[config.mk]
export PLATFORM = sky130hd
export DESIGN_NAME = i2s_tx_slave
export DESIGN_NICKNAME = d
export VERILOG_FILES = /design/src/rtl/i2s_pkg.sv /design/src/rtl/i2s_frame_fifo.sv /design/src/rtl/i2s_tx_slave.sv
export SDC_FILE = /design/constraint.sdc
export NUM_CORES = 1
export LEC_CHECK = 0
export ABC_CLOCK_PERIOD_IN_PS = 6100
export CORE_MARGIN = 3
export CORE_UTILIZATION = 30
export DETAILED_ROUTE_END_ITERATION = 6
export GPL_TIMING_DRIVEN = 0
export PLACE_DENSITY = 0.48
export SYNTH_ARGS = -nofsm -noshare
export SYNTH_HDL_FRONTEND = slang
export SYNTH_SLANG_ARGS = --single-unit
[constraint.sdc]
create_clock -name clk_i -period 6.1 [get_ports clk_i]
set_input_delay 0.61 -clock clk_i [delete_from_list [all_inputs] [get_ports clk_i]]
set_output_delay 0.61 -clock clk_i [all_outputs]
set_load 0.02 [all_outputs]
[src/rtl/i2s_pkg.sv]
//==============================================================================
// i2s_pkg: shared constants and types for the I2S slave transmitter
// Revision: 1.0
//==============================================================================
`default_nettype none

package i2s_pkg;

  localparam int DW_DEFAULT    = 16;
  localparam int DEPTH_DEFAULT = 4;
  localparam int SYNC_STAGES   = 2;

  typedef enum logic {
    LEFT  = 1'b0,
    RIGHT = 1'b1
  } chan_e;

endpackage

`default_nettype wire

[src/rtl/i2s_frame_fifo.sv]
//==============================================================================
// i2s_frame_fifo: synchronous stereo-frame FIFO with show-ahead read port
// Revision: 1.0
//==============================================================================
`default_nettype none

module i2s_frame_fifo #(
  parameter int WIDTH = 32,
  parameter int DEPTH = 4
) (
  input  logic                     i_clk,
  input  logic                     i_rst_n,
  input  logic                     i_flush,
  input  logic                     i_push,
  input  logic                     i_pop,
  input  logic [WIDTH-1:0]         i_wdata,
  output logic [WIDTH-1:0]         o_rdata,
  output logic                     o_full,
  output logic                     o_empty,
  output logic [$clog2(DEPTH):0]   o_level
);

  localparam int c_aw = $clog2(DEPTH);
  localparam logic [c_aw:0] c_one   = {{c_aw{1'b0}}, 1'b1};
  localparam logic [c_aw:0] c_depth = (c_aw + 1)'(DEPTH);

  logic [WIDTH-1:0] r_mem [DEPTH];
  logic [c_aw:0]    r_wr_ptr;
  logic [c_aw:0]    r_rd_ptr;
  logic [c_aw:0]    w_level;
  logic             w_push;
  logic             w_pop;

  // Pointers carry one extra wrap bit so full and empty are distinguishable.
  assign w_level = r_wr_ptr - r_rd_ptr;
  assign o_full  = (w_level == c_depth);
  assign o_empty = (w_level == '0);
  assign o_level = w_level;
  assign o_rdata = r_mem[r_rd_ptr[c_aw-1:0]];

  assign w_push = i_push && !o_full  && !i_flush;
  assign w_pop  = i_pop  && !o_empty && !i_flush;

  always_ff @(posedge i_clk or negedge i_rst_n) begin
    if (!i_rst_n) begin
      r_wr_ptr <= '0;
      r_rd_ptr <= '0;
    end else if (i_flush) begin
      r_wr_ptr <= '0;
      r_rd_ptr <= '0;
    end else begin
      if (w_push) r_wr_ptr <= r_wr_ptr + c_one;
      if (w_pop)  r_rd_ptr <= r_rd_ptr + c_one;
    end
  end

  always_ff @(posedge i_clk) begin
    if (w_push) r_mem[r_wr_ptr[c_aw-1:0]] <= i_wdata;
  end

endmodule

`default_nettype wire

[src/rtl/i2s_tx_slave.sv]
//==============================================================================
// i2s_tx_slave: I2S transmitter slaved to an external SCK/WS master
// Revision: 1.0
//==============================================================================
`default_nettype none

module i2s_tx_slave
  import i2s_pkg::*;
#(
  parameter int DW    = DW_DEFAULT,
  parameter int DEPTH = DEPTH_DEFAULT
) (
  input  logic                   clk_i,
  input  logic                   rst_ni,
  input  logic                   en_i,
  input  logic                   flush_i,
  input  logic                   s_valid_i,
  output logic                   s_ready_o,
  input  logic [DW-1:0]          s_left_i,
  input  logic [DW-1:0]          s_right_i,
  input  logic                   sck_i,
  input  logic                   ws_i,
  output logic                   sd_o,
  output logic [$clog2(DEPTH):0] level_o,
  output logic                   underrun_o
);

  logic [SYNC_STAGES-1:0] r_sck_sync;
  logic [SYNC_STAGES-1:0] r_ws_sync;
  logic                   r_sck_d;
  chan_e                  r_ws_d;
  logic [DW-1:0]          r_sr;
  logic [DW-1:0]          r_hold;
  logic                   r_sd;
  logic                   r_active;
  logic                   r_underrun;

  logic                   w_sck_s;
  chan_e                  w_ws_s;
  logic                   w_fall;
  logic                   w_slot_edge;
  logic                   w_left_edge;
  logic                   w_right_edge;
  logic                   w_go;
  logic                   w_avail;
  logic                   w_full;
  logic                   w_empty;
  logic                   w_push;
  logic                   w_pop;
  logic [2*DW-1:0]        w_rdata;

  always_ff @(posedge clk_i or negedge rst_ni) begin
    if (!rst_ni) begin
      r_sck_sync <= '0;
      r_ws_sync  <= '0;
      r_sck_d    <= 1'b0;
    end else begin
      r_sck_sync <= {r_sck_sync[SYNC_STAGES-2:0], sck_i};
      r_ws_sync  <= {r_ws_sync[SYNC_STAGES-2:0], ws_i};
      r_sck_d    <= w_sck_s;
    end
  end

  assign w_sck_s      = r_sck_sync[SYNC_STAGES-1];
  assign w_ws_s       = chan_e'(r_ws_sync[SYNC_STAGES-1]);
  assign w_fall       = r_sck_d && !w_sck_s;
  assign w_slot_edge  = w_fall && (w_ws_s != r_ws_d);
  assign w_left_edge  = w_slot_edge && (w_ws_s == LEFT);
  assign w_right_edge = w_slot_edge && (w_ws_s == RIGHT);

  // A left transition with en_i high both activates an idle block and serves the frame.
  assign w_go    = en_i && w_left_edge;
  // A flush coinciding with the left transition makes the slot an underrun.
  assign w_avail = !w_empty && !flush_i;
  assign w_pop   = w_go && w_avail;

  assign s_ready_o = !w_full && !flush_i;
  assign w_push    = s_valid_i && s_ready_o;

  i2s_frame_fifo #(
    .WIDTH (2*DW),
    .DEPTH (DEPTH)
  ) u_fifo (
    .i_clk   (clk_i),
    .i_rst_n (rst_ni),
    .i_flush (flush_i),
    .i_push  (w_push),
    .i_pop   (w_pop),
    .i_wdata ({s_left_i, s_right_i}),
    .o_rdata (w_rdata),
    .o_full  (w_full),
    .o_empty (w_empty),
    .o_level (level_o)
  );

  always_ff @(posedge clk_i or negedge rst_ni) begin
    if (!rst_ni) begin
      r_ws_d     <= LEFT;
      r_sr       <= '0;
      r_hold     <= '0;
      r_sd       <= 1'b0;
      r_active   <= 1'b0;
      r_underrun <= 1'b0;
    end else begin
      r_underrun <= 1'b0;
      if (w_fall) r_ws_d <= w_ws_s;

      if (!en_i) begin
        r_active <= 1'b0;
        r_sr     <= '0;
        r_hold   <= '0;
        r_sd     <= 1'b0;
      end else if (w_fall) begin
        r_sd <= r_sr[DW-1];
        if (w_go) begin
          r_active <= 1'b1;
          if (w_avail) begin
            r_sr   <= w_rdata[2*DW-1:DW];
            r_hold <= w_rdata[DW-1:0];
          end else begin
            r_sr       <= '0;
            r_hold     <= '0;
            r_underrun <= 1'b1;
          end
        end else if (w_right_edge) begin
          r_sr <= r_hold;
        end else begin
          r_sr <= {r_sr[DW-2:0], 1'b0};
        end
      end
    end
  end

  // Gating with en_i drops the line in the same cycle enable is removed.
  assign sd_o       = r_sd && r_active && en_i;
  assign underrun_o = r_underrun;

endmodule

`default_nettype wire
==> flow_summary.json <==
{
  "clkLatencyLatePin_ps": 420,
  "holdWs_ps": 166,
  "antenna_cells": 0,
  "place_inst": 710,
  "grt_util_all_layers_pct": 12.0,
  "ant_nets": 0,
  "synth-edff-count": 128,
  "synth-seq-cells": 175,
  "drc_errors": 0,
  "tns_ps": 0,
  "totalWireLength_mm": 14.1,
  "place_area_sq_um": 7890,
  "vias": 3606,
  "postCtsSetupBuffers": 0,
  "maxSlewViolCount": 0,
  "cts_root_buffer": "clkbuf_16",
  "path_clk_slew_ps": 60,
  "p_clk_share_pct": 39.6,
  "synth_top_family_by_area": "multiplexers",
  "synthCells": 373,
  "start_kind": "register",
  "gp_congestion": 0.750,
  "combinationalPowerShare_pct": 5.9,
  "min_path_type": "primary input to async pin",
  "cts.sinks": 175,
  "skew_ps": 8.11,
  "grt_max_degree": 28,
  "grt_first_pass_wirelength_mm": 22.1,
  "required_ps": 5490,
  "worstMarginPinSlew_ps": 851,
  "core-area_sq_um": 22200,
  "p_total_mw": 2.42,
  "end_kind": "primary output",
  "syn_to_final_growth_pct": 21.4,
  "cts-hold-fix-buffers": 0,
  "io_pins": 45,
  "nets": 495,
  "ys_async_sr_fraction_pct": 26.9,
  "yosys.area_share.xor_xnor_pct": 0.344,
  "cap_violations": 0,
  "internal_power_mw": 1.90,
  "arrival_ps": 2790,
  "io_buffers": 43,
  "critPathKind": "register to primary output",
  "start_util_pct": 31.1,
  "synth-simple-area-share_pct": 3.81,
  "yosysWarnings": 0,
  "hold_violations": 0,
  "status": "finished, final reports clean",
  "setup_viol": 0,
  "wire_per_inst_microns": 19.0,
  "stdcell_count": 742,
  "cts_max_level": 4,
  "syn_area_sq_um": 6920,
  "drt-initial-drc-count": 196,
  "first_pass_iters": 4,
  "ys_types": 41,
  "rsz0062_at_grt": "no",
  "finalCritPeriodShare_pct": 55.8,
  "grt_pass1_vias": 3828,
  "seq_area_frac_synth_pct": 72.5,
  "fin_area_sq_um": 8400,
  "crit_fanout": 6,
  "post_cts_resized": 0,
  "cts_buffers": 17,
  "p_leak_nw": 3.03,
  "die_x_microns": 158,
  "synth-adder-area-share_pct": 1.37,
  "grt_overflow": 0,
  "fin_crit_ps": 3400,
  "power_frac_seq_pct": 54.6,
  "pwr_density_cell_nw_per_um2": 288,
  "p_sw_mw": 0.516,
  "avgSynthCellArea_sq_um": 18.6,
  "antenna_found_initial": 0,
  "synth_top_flop_cell": "edfxtp_1",
  "row_count": 54,
  "swShare_pct": 21.3,
  "synthMuxAreaShare_pct": 13.5,
  "dpl.hpwl_mm": 10.2,
  "dieHeight_microns": 158,
  "synth_fp_nets": 419,
  "die-area_sq_um": 24900,
  "relSlewSlack_pct": 43.0,
  "ir_worst_vdd_mv": 0.160,
  "viasPerCell": 4.86,
  "synth_compound_area_share_pct": 5.68,
  "final_layout_size_suffix_gt1_share_pct": 19.7,
  "fmax_ghz": 0.294,
  "cts_tree": "built",
  "cts.path.max_buffers": 2
}
[metal layers]
| layer | vias to the layer above | global-route usage, % | part of all wire (%) |
|---|---|---|---|
| met3 | 16 | 3.01 | 4.5 |
| li1 | 1636 | - | - |
| met2 | 78 | 19.5 | 50 |
| met4 | 0 | 4.13 | 1.8 |
| met1 | 1876 | 15.6 | 43 |
| met5 | - | 0 | 0 |
[sequential cells by signal (all words and copies together), names as in the netlist]
| signal | cells |
|---|---|
| r_sr | 16 |
| r_ws_sync | 2 |
| r_active | 1 |
| r_sd | 1 |
| u_fifo.r_wr_ptr | 3 |
| u_fifo.r_mem | 128 |
| u_fifo.r_rd_ptr | 3 |
| r_sck_sync | 2 |
| underrun_o | 1 |
| r_hold | 16 |
| r_sck_d | 1 |
| r_ws_d | 1 |
[through the flow]
stage               setup WS, ps  utilization [%]
floorplan                   1660                -
global placement           -1090             34.6
detailed placement          2790             35.5
CTS                         2660             37.8
global route                2550             37.8
finish                      2700             37.8
[worst paths after layout]
check,start,endpoint,slack (ps),depth (start not counted)
worst max-delay path,u_fifo.r_wr_ptr[0]$_DFFE_PN0P_,s_ready_o,2700,7
worst min-delay path,rst_ni,u_fifo.r_rd_ptr[0]$_DFFE_PN0P_,170,1
worst max register to register,u_fifo.r_wr_ptr[0]$_DFFE_PN0P_,u_fifo.r_mem[2][20]$_DFFE_PP_,2810,8
worst min register to register,r_ws_sync[0]$_DFF_PN0_,r_ws_sync[1]$_DFF_PN0_,350,0
max in group asynchronous,rst_ni,r_sr[9]$_DFFE_PN0P_,5400,2
min in group clk_i,r_ws_sync[0]$_DFF_PN0_,r_ws_sync[1]$_DFF_PN0_,350,0
[synthesized netlist by cell type, types with 2 or more instances]
cell      number  area, sq um
clkbuf_1      14         52.6
o21ai_0        2         10.0
buf_2          5         25.0
mux4_2        32          721
a22o_1        16          140
dfrtp_1       47         1180
nand2_1        4         15.0
a21oi_1        3         15.0
inv_1         22         82.6
mux2_2         3         33.8
ha_1           6         75.1
nand3_1       15         75.1
mux2i_1       18          180
and2_1         2         12.5
nor3b_1        4         30.0
nor2b_1        2         12.5
nand2b_1       6         37.5
edfxtp_1     128         3840
buf_6          2         22.5
nor2_1         7         26.3
o221ai_1      15          131
[final cells by class]
type | count | area [sq um]
fill | 2041 | 13800
sequential | 175 | 5020
multi-input combinational | 153 | 1730
timing repair buffer | 57 | 596
clock buffer | 22 | 454
tap | 280 | 350
buffer | 22 | 104
inverter | 23 | 86.3
clock inverter | 10 | 63.8
[power by group through the flow]
stage	Sequential, mW	Clock, mW	Combinational [mW]
2_1_floorplan	1.35	0	0.0662
3_3_place_gp	1.35	0	0.132
3_5_place_dp	1.35	0	0.145
4_1_cts	1.32	0.989	0.146
5_1_grt	1.32	1.04	0.156
6_report	1.32	0.958	0.142
[worst max-delay path, stage by stage, from the launching register on]
cell and delay [ps]:
dfrtp_1 400, inv_1 110, ha_1 210, fa_1 480
and2_1 180, clkbuf_1 180, a21oi_1 190, clkdlybuf4s50_1 630
[layout by cell type, fill, tap and decap left out, types with 2 or more instances in the layout]
| cell | instances |
|---|---|
| buf_2 | 6 |
| a21oi_1 | 3 |
| nand2b_1 | 6 |
| o221ai_1 | 15 |
| mux2i_1 | 18 |
| clkbuf_1 | 18 |
| a22o_1 | 16 |
| nor2_1 | 7 |
| clkbuf_16 | 17 |
| buf_6 | 14 |
| dfrtp_1 | 47 |
| and2_1 | 2 |
| clkinv_1 | 3 |
| clkinv_2 | 3 |
| edfxtp_1 | 128 |
| inv_1 | 22 |
| clkdlybuf4s50_1 | 42 |
| mux2_2 | 3 |
| nand2_1 | 4 |
| nand3_1 | 15 |
| mux4_2 | 32 |
| o21ai_0 | 2 |
| clkinvlp_4 | 2 |
| nor3b_2 | 4 |
| inv_6 | 2 |
| ha_1 | 6 |
| nor2b_1 | 2 |
[kinds of logic after synthesis]
kind of cell / Yosys count
compound gates: 45
xor+xnor: 1
fa+ha+maj: 7
buf+inv: 45
flops: 175
mux: 53
simple gates: 47
No activity file was read; power rests on OpenSTA's default activity.
